[src/rtl/image_loader_pkg.sv]
// rtl/image_loader_pkg.sv - shared types, constants and helpers for the image loader
package image_loader_pkg;

    typedef enum logic [2:0] {
        S_IDLE,
        S_HDR,
        S_ROW,
        S_TERM,
        S_ERR
    } state_t;

    localparam logic [15:0] DIM_10   = 16'd10;
    localparam logic [15:0] DIM_12   = 16'd12;
    localparam logic [15:0] DIM_16   = 16'd16;
    localparam logic [15:0] SENTINEL = 16'h00FF;

    function automatic logic is_dim(input logic [15:0] d);
        return (d == DIM_10) || (d == DIM_12) || (d == DIM_16);
    endfunction

    // Keeps the low dim bits of a row beat; a 32-bit mask makes dim=16 fall out naturally.
    function automatic logic [15:0] mask_row(input logic [15:0] d, input logic [4:0] dim);
        logic [31:0] m;
        m = (32'd1 << dim) - 32'd1;
        return d & m[15:0];
    endfunction

endpackage

[src/rtl/image_loader_if.sv]
// rtl/image_loader_if.sv - host beat stream, session control and SRAM write bus of the image loader
interface image_loader_if #(
    parameter int ADDR_W = 12,
    parameter int DATA_W = 16
);
    logic              load_start;
    logic              load_done;
    logic              in_valid;
    logic              in_ready;
    logic [DATA_W-1:0] in_data;
    logic [ADDR_W-1:0] sram_write_address;
    logic [DATA_W-1:0] sram_write_data;
    logic              sram_write_enable;
    logic              load_busy;
    logic              load_error;
    logic              run_o;

    modport master (
        output load_start, load_done, in_valid, in_data,
        input  in_ready, sram_write_address, sram_write_data, sram_write_enable,
        input  load_busy, load_error, run_o
    );

    modport slave (
        input  load_start, load_done, in_valid, in_data,
        output in_ready, sram_write_address, sram_write_data, sram_write_enable,
        output load_busy, load_error, run_o
    );
endinterface

[src/rtl/image_loader.sv]
// rtl/image_loader.sv - loads header/row beats into the input SRAM and terminates with a sentinel
// IMAGE_LOADER_AUTORUN_EN: when defined, run_o pulses the cycle after the sentinel write.
module image_loader
    import image_loader_pkg::*;
#(
    parameter int ADDR_W = 12,
    parameter int DATA_W = 16
) (
    input logic           clk,
    input logic           reset_b,
    image_loader_if.slave lif
);

    localparam logic [ADDR_W:0] LAST = {1'b0, {ADDR_W{1'b1}}};

    state_t            state, state_nx;
    // Extra top bit marks that the last SRAM word has already been written.
    logic [ADDR_W:0]   wr_addr, wr_addr_nx;
    logic [4:0]        dim, dim_nx;
    logic [4:0]        row_cnt, row_cnt_nx;
    logic              err, err_nx;
    logic              in_ready;
    logic              we_nx;
    logic [DATA_W-1:0] wd_nx;
    logic [ADDR_W-1:0] sram_addr_q;
    logic [DATA_W-1:0] sram_data_q;
    logic              sram_we_q;

    always_comb begin
        state_nx   = state;
        wr_addr_nx = wr_addr;
        dim_nx     = dim;
        row_cnt_nx = row_cnt;
        err_nx     = err;
        in_ready   = 1'b0;
        we_nx      = 1'b0;
        wd_nx      = '0;
        case (state)
            S_IDLE, S_ERR: begin
                if (lif.load_start) begin
                    state_nx   = S_HDR;
                    wr_addr_nx = '0;
                    err_nx     = 1'b0;
                end
            end
            S_HDR: begin
                in_ready = ~lif.load_done;
                if (lif.load_done) begin
                    state_nx = S_TERM;
                end else if (lif.in_valid) begin
                    if (!is_dim(lif.in_data) || wr_addr[ADDR_W]) begin
                        err_nx   = 1'b1;
                        state_nx = S_ERR;
                    end else begin
                        we_nx      = 1'b1;
                        wd_nx      = lif.in_data;
                        dim_nx     = lif.in_data[4:0];
                        row_cnt_nx = lif.in_data[4:0];
                        wr_addr_nx = wr_addr + 1'b1;
                        // A header in the last word always leaves rows pending.
                        if (wr_addr == LAST) begin
                            err_nx   = 1'b1;
                            state_nx = S_ERR;
                        end else begin
                            state_nx = S_ROW;
                        end
                    end
                end
            end
            S_ROW: begin
                in_ready = 1'b1;
                if (lif.load_done) begin
                    err_nx   = 1'b1;
                    state_nx = S_ERR;
                end else if (lif.in_valid) begin
                    we_nx      = 1'b1;
                    wd_nx      = mask_row(lif.in_data, dim);
                    row_cnt_nx = row_cnt - 5'd1;
                    wr_addr_nx = wr_addr + 1'b1;
                    if (wr_addr == LAST && row_cnt != 5'd1) begin
                        err_nx   = 1'b1;
                        state_nx = S_ERR;
                    end else if (row_cnt == 5'd1) begin
                        state_nx = S_HDR;
                    end
                end
            end
            S_TERM: begin
                if (wr_addr[ADDR_W]) begin
                    err_nx   = 1'b1;
                    state_nx = S_ERR;
                end else begin
                    we_nx    = 1'b1;
                    wd_nx    = SENTINEL;
                    state_nx = S_IDLE;
                end
            end
            default: state_nx = S_IDLE;
        endcase
    end

    always_ff @(posedge clk or posedge reset_b) begin
        if (reset_b) begin
            state       <= S_IDLE;
            wr_addr     <= '0;
            dim         <= '0;
            row_cnt     <= '0;
            err         <= 1'b0;
            sram_addr_q <= '0;
            sram_data_q <= '0;
            sram_we_q   <= 1'b0;
        end else begin
            state     <= state_nx;
            wr_addr   <= wr_addr_nx;
            dim       <= dim_nx;
            row_cnt   <= row_cnt_nx;
            err       <= err_nx;
            sram_we_q <= we_nx;
            if (we_nx) begin
                sram_addr_q <= wr_addr[ADDR_W-1:0];
                sram_data_q <= wd_nx;
            end
        end
    end

    assign lif.in_ready           = in_ready;
    assign lif.sram_write_address = sram_addr_q;
    assign lif.sram_write_data    = sram_data_q;
    assign lif.sram_write_enable  = sram_we_q;
    assign lif.load_busy          = (state == S_HDR) || (state == S_ROW) || (state == S_TERM);
    assign lif.load_error         = err;

`ifdef IMAGE_LOADER_AUTORUN_EN
    logic term_wr_q, run_q;

    always_ff @(posedge clk or posedge reset_b) begin
        if (reset_b) begin
            term_wr_q <= 1'b0;
            run_q     <= 1'b0;
        end else begin
            term_wr_q <= (state == S_TERM) && we_nx;
            run_q     <= term_wr_q;
        end
    end

    assign lif.run_o = run_q;
`else
    assign lif.run_o = 1'b0;
`endif

endmodule

[src/flat_wrapper.sv]
// flat-port wrapper written by rule: the top's interface ports become plain ports
module image_loader_flat import image_loader_pkg::*;
#(
    parameter int ADDR_W = 12,
    parameter int DATA_W = 16
)
  (clk, reset_b, lif_load_start, lif_load_done, lif_in_valid, lif_in_data, lif_in_ready, lif_sram_write_address, lif_sram_write_data, lif_sram_write_enable, lif_load_busy, lif_load_error, lif_run_o);
  image_loader_if #(.ADDR_W(ADDR_W), .DATA_W(DATA_W)) lif_i ();
  input logic clk;
  input logic reset_b;
  input wire logic [$bits(lif_i.load_start)-1:0] lif_load_start;
  input wire logic [$bits(lif_i.load_done)-1:0] lif_load_done;
  input wire logic [$bits(lif_i.in_valid)-1:0] lif_in_valid;
  input wire logic [$bits(lif_i.in_data)-1:0] lif_in_data;
  output wire logic [$bits(lif_i.in_ready)-1:0] lif_in_ready;
  output wire logic [$bits(lif_i.sram_write_address)-1:0] lif_sram_write_address;
  output wire logic [$bits(lif_i.sram_write_data)-1:0] lif_sram_write_data;
  output wire logic [$bits(lif_i.sram_write_enable)-1:0] lif_sram_write_enable;
  output wire logic [$bits(lif_i.load_busy)-1:0] lif_load_busy;
  output wire logic [$bits(lif_i.load_error)-1:0] lif_load_error;
  output wire logic [$bits(lif_i.run_o)-1:0] lif_run_o;
  assign lif_i.load_start = lif_load_start;
  assign lif_i.load_done = lif_load_done;
  assign lif_i.in_valid = lif_in_valid;
  assign lif_i.in_data = lif_in_data;
  assign lif_in_ready = lif_i.in_ready;
  assign lif_sram_write_address = lif_i.sram_write_address;
  assign lif_sram_write_data = lif_i.sram_write_data;
  assign lif_sram_write_enable = lif_i.sram_write_enable;
  assign lif_load_busy = lif_i.load_busy;
  assign lif_load_error = lif_i.load_error;
  assign lif_run_o = lif_i.run_o;
  image_loader #(.ADDR_W(ADDR_W), .DATA_W(DATA_W)) u_core (.clk(clk), .reset_b(reset_b), .lif(lif_i));
endmodule
[config.mk]
export PLATFORM = sky130hd
export DESIGN_NAME = image_loader_flat
export DESIGN_NICKNAME = d
export VERILOG_FILES = /design/src/rtl/image_loader_pkg.sv /design/src/rtl/image_loader_if.sv /design/src/rtl/image_loader.sv /design/src/flat_wrapper.sv
export SDC_FILE = /design/constraint.sdc
export NUM_CORES = 1
export LEC_CHECK = 0
export CORE_UTILIZATION = 50
export DETAILED_ROUTE_END_ITERATION = 8
export GPL_ROUTABILITY_DRIVEN = 0
export PLACE_DENSITY_LB_ADDON = 0.05
export SLEW_MARGIN = 20
export SYNTH_ARGS = -nofsm -noshare
export SYNTH_HDL_FRONTEND = slang
export SYNTH_SLANG_ARGS = --single-unit
[constraint.sdc]
create_clock -name clk -period 4.9 [get_ports clk]
set_clock_uncertainty 0.15 [all_clocks]
set_input_delay 0.735 -clock clk [delete_from_list [all_inputs] [get_ports clk]]
set_output_delay 0.735 -clock clk [all_outputs]
set_load 0.02 [all_outputs]
==> impl_metrics.json <==
{
  "die_w_um": 82.24,
  "crit_type": "input pin to flop",
  "place_area_mm2": 0.003751,
  "clk_pin_slew_worst_paths_ns": 0.10,
  "overflow": 0,
  "crit_required_ns": 4.96,
  "syn_area_mm2": 0.003219,
  "yosysTopAreaCellShare_pct": 43.53,
  "power_density_mw_per_mm2": 414.6,
  "synth_compound_area_share_pct": 21.96,
  "htree_levels": 2,
  "synth_async_sr_flop_share_pct": 100.0,
  "hold_viol_final": 0,
  "vias": 2787,
  "grt_pass1_wl_um": 12950,
  "postSynthAreaPerCell_um2": 9.581,
  "yosys_warnings": 0,
  "fmax_mhz": 270.5,
  "ys.flop_type": "dfrtp_1",
  "layout.nets": 398,
  "ys_ff_latch": 56,
  "netlist-cell-type-count": 58,
  "first_pass_iters": 6,
  "drt_iter0_drc": 197,
  "maxCapViolCount": 0,
  "core_mm2": 0.006061,
  "syn_inst": 336,
  "drtAntennaViolNets": 0,
  "cts_tree": "done",
  "setup_viol": 0,
  "io_buffers": 52,
  "synth_fa_ha_area_share_pct": 1.555,
  "fin_crit_sh_pct": 75.46,
  "clock-root-buffer": "clkbuf_8",
  "hpwlAfterDp_um": 5595,
  "synth_edf_count": 0,
  "wirelength_um": 7990,
  "drc_errors": 0,
  "syn_nets": 361,
  "max-vdd-ir-drop_mv": 0.3359,
  "postCtsSetupBuffers": 0,
  "cts.path.max_buffers": 2,
  "p_leak_nw": 1.584,
  "crit_path_max_fanout": 13,
  "fp.dieH_um": 82.24,
  "stdcell_area_mm2": 0.003832,
  "dieArea_mm2": 0.006763,
  "grt_pass1_vias": 2554,
  "ys_seq_area_share_pct": 43.53,
  "synth_top_family_by_area": "compound AO/OA/AOI/OAI gates",
  "rows": 28,
  "rsz0062_at_grt": "no",
  "initial_core_util_pct": 53.12,
  "cp-start-kind": "input pin",
  "holdBufCountCts": 0,
  "viasPerCell": 6.221,
  "yosys.area.top_type": "dfrtp_1",
  "holdCritPathClass": "flop to flop",
  "synth_xor_area_share_pct": 0.2721,
  "antenna_found_initial": 0,
  "insertedDiodeCount": 0,
  "finalSetupTns_ns": 0,
  "cts-resized-gates": 0,
  "worst_pin_slew_ns": 1.056,
  "muxShareOfSynthArea_pct": 7.540,
  "critPathCaptureType": "flop",
  "cts_made_buffers": 5,
  "relSlewSlack_pct": 29.19,
  "io_pins": 54,
  "synthTopCellsByArea": "dfrtp_1, mux2_1, nand2_1, o21ai_0, a21oi_1",
  "grt_start_max_net_pins": 34,
  "fillerInstances": 512,
  "routedWlPerCell_um": 17.83,
  "fin_crit_ns": 3.697,
  "synthToLayoutAreaGrowth_pct": 19.04,
  "clkSinkCount": 56,
  "worstPathArrival_ns": 3.75,
  "grt_usage_pct": 25.69,
  "synth_simple_gate_area_share_pct": 20.83,
  "insertion_delay_ns": 0.32,
  "report.final.slew_viol_count": 0,
  "drive_above_1_share_pct": 5.898,
  "status": "complete, no violations"
}
==> routing by layer <==
| layer | track usage (%) | wire [um] |
|---|---|---|
| met4 | 7.719 | 112 |
| met5 | 0 | 0 |
| met2 | 38.18 | 3602 |
| met3 | 3.516 | 304 |
| met1 | 38.52 | 3970 |
==> stage by stage <==
stage	power [mW]	setup slack [ns]	cells	util, %	hold WS, ns
3_5_place_dp	1.339	0.9386	441	61.89	0.3299
3_3_place_gp	1.327	1.090	441	61.77	0.3225
6_report	1.589	1.203	448	63.23	0.3517
2_1_floorplan	1.102	2.446	336	-	0.3203
4_1_cts	1.590	1.260	448	63.23	0.3529
5_1_grt	1.691	1.035	448	63.23	0.3670
==> flip-flops by register name (all words and copies together) (netlist names) <==
| register | flops |
|---|---|
| u_core.dim | 5 |
| u_core.lif.load_error | 1 |
| u_core.lif.sram_write_address | 12 |
| u_core.lif.sram_write_data | 16 |
| u_core.lif.sram_write_enable | 1 |
| u_core.row_cnt | 5 |
| u_core.state | 3 |
| u_core.wr_addr | 13 |
==> where the power goes <==
group          internal [mW]  switching (mW)  total (mW)
Combinational          0.300           0.391       0.691
Clock                 0.0973           0.153       0.250
Sequential             0.547           0.100       0.647
==> cell families after synthesis <==
kind of cell    count (synthesis)
simple gates                  119
other cells                     1
buf+inv                        32
flops                          56
compound gates                101
fa+ha+maj                       4
mux                            22
xor+xnor                        1
==> placed cells by master, fill, tap and decap left out, types with 4 or more instances in the layout <==
master and instances:
nand3b_1 5, nand2_1 26, dfrtp_1 56, o2bb2ai_1 4
mux2_1 15, ha_1 4, o31ai_1 6, o21ai_1 5
clkdlybuf4s50_1 52, nor3_1 10, o21ai_0 18, inv_1 8
nand3_1 16, a31oi_1 11, or4_1 4, clkbuf_8 5
a22o_1 5, nand2b_1 8, a21oi_1 15, and2_1 4
nor2_1 18, nand4_1 6, mux2i_1 4, nor4_1 5
==> worst max-delay path, cell delays in order <==
cell and delay [ns]:
clkdlybuf4s50_1 0.61, nor4b_2 0.28, a211oi_2 0.12, o31ai_2 0.93
nand2_1 0.58, a221o_1 0.49
==> area by class of cell <==
type                    instances  area, um^2  share of cell area, %
multi-input cells             248        1694                  44.20
flip-flops and latches         56        1401                  36.57
repair buffers                 53       528.0                  13.78
well taps                      75       93.84                  2.449
clock buffers                   5       68.82                  1.796
inverters                       9       33.78                 0.8815
clock inverters                 2       12.51                 0.3265
==> final timing paths <==
check                      cells after the start  slack, ns                                            to                                         start
max                                            6       1.20     u_core.lif.sram_write_data[1]$_DFFE_PP0P_                                lif_in_data[4]
min in group asynchronous                      2       0.67                     u_core.dim[2]$_DFFE_PP0P_                                       reset_b
max in group asynchronous                      3       3.14    u_core.lif.sram_write_data[11]$_DFFE_PP0P_                                       reset_b
max reg2reg                                    5       1.83     u_core.lif.sram_write_data[1]$_DFFE_PP0P_                u_core.wr_addr[12]$_DFFE_PP0P_
min                                            1       0.35  u_core.lif.sram_write_address[2]$_DFFE_PP0P_  u_core.lif.sram_write_address[2]$_DFFE_PP0P_
min reg2reg                                    1       0.35  u_core.lif.sram_write_address[2]$_DFFE_PP0P_  u_core.lif.sram_write_address[2]$_DFFE_PP0P_
==> cells in the mapped netlist (all sizes together) (5+ instances only) <==
cell type and n:
nor3 10, clkbuf 15, a22o 5, nand2 26
inv 9, a31oi 11, nor2 18, a21oi 16
nor4 6, o31ai 7, nor3b 5, nand2b 8
nand3 16, buf 8, dfrtp 56, nand4 6
nand3b 5, mux2 18, o21ai 23
(Power assumes the default switching activity.)
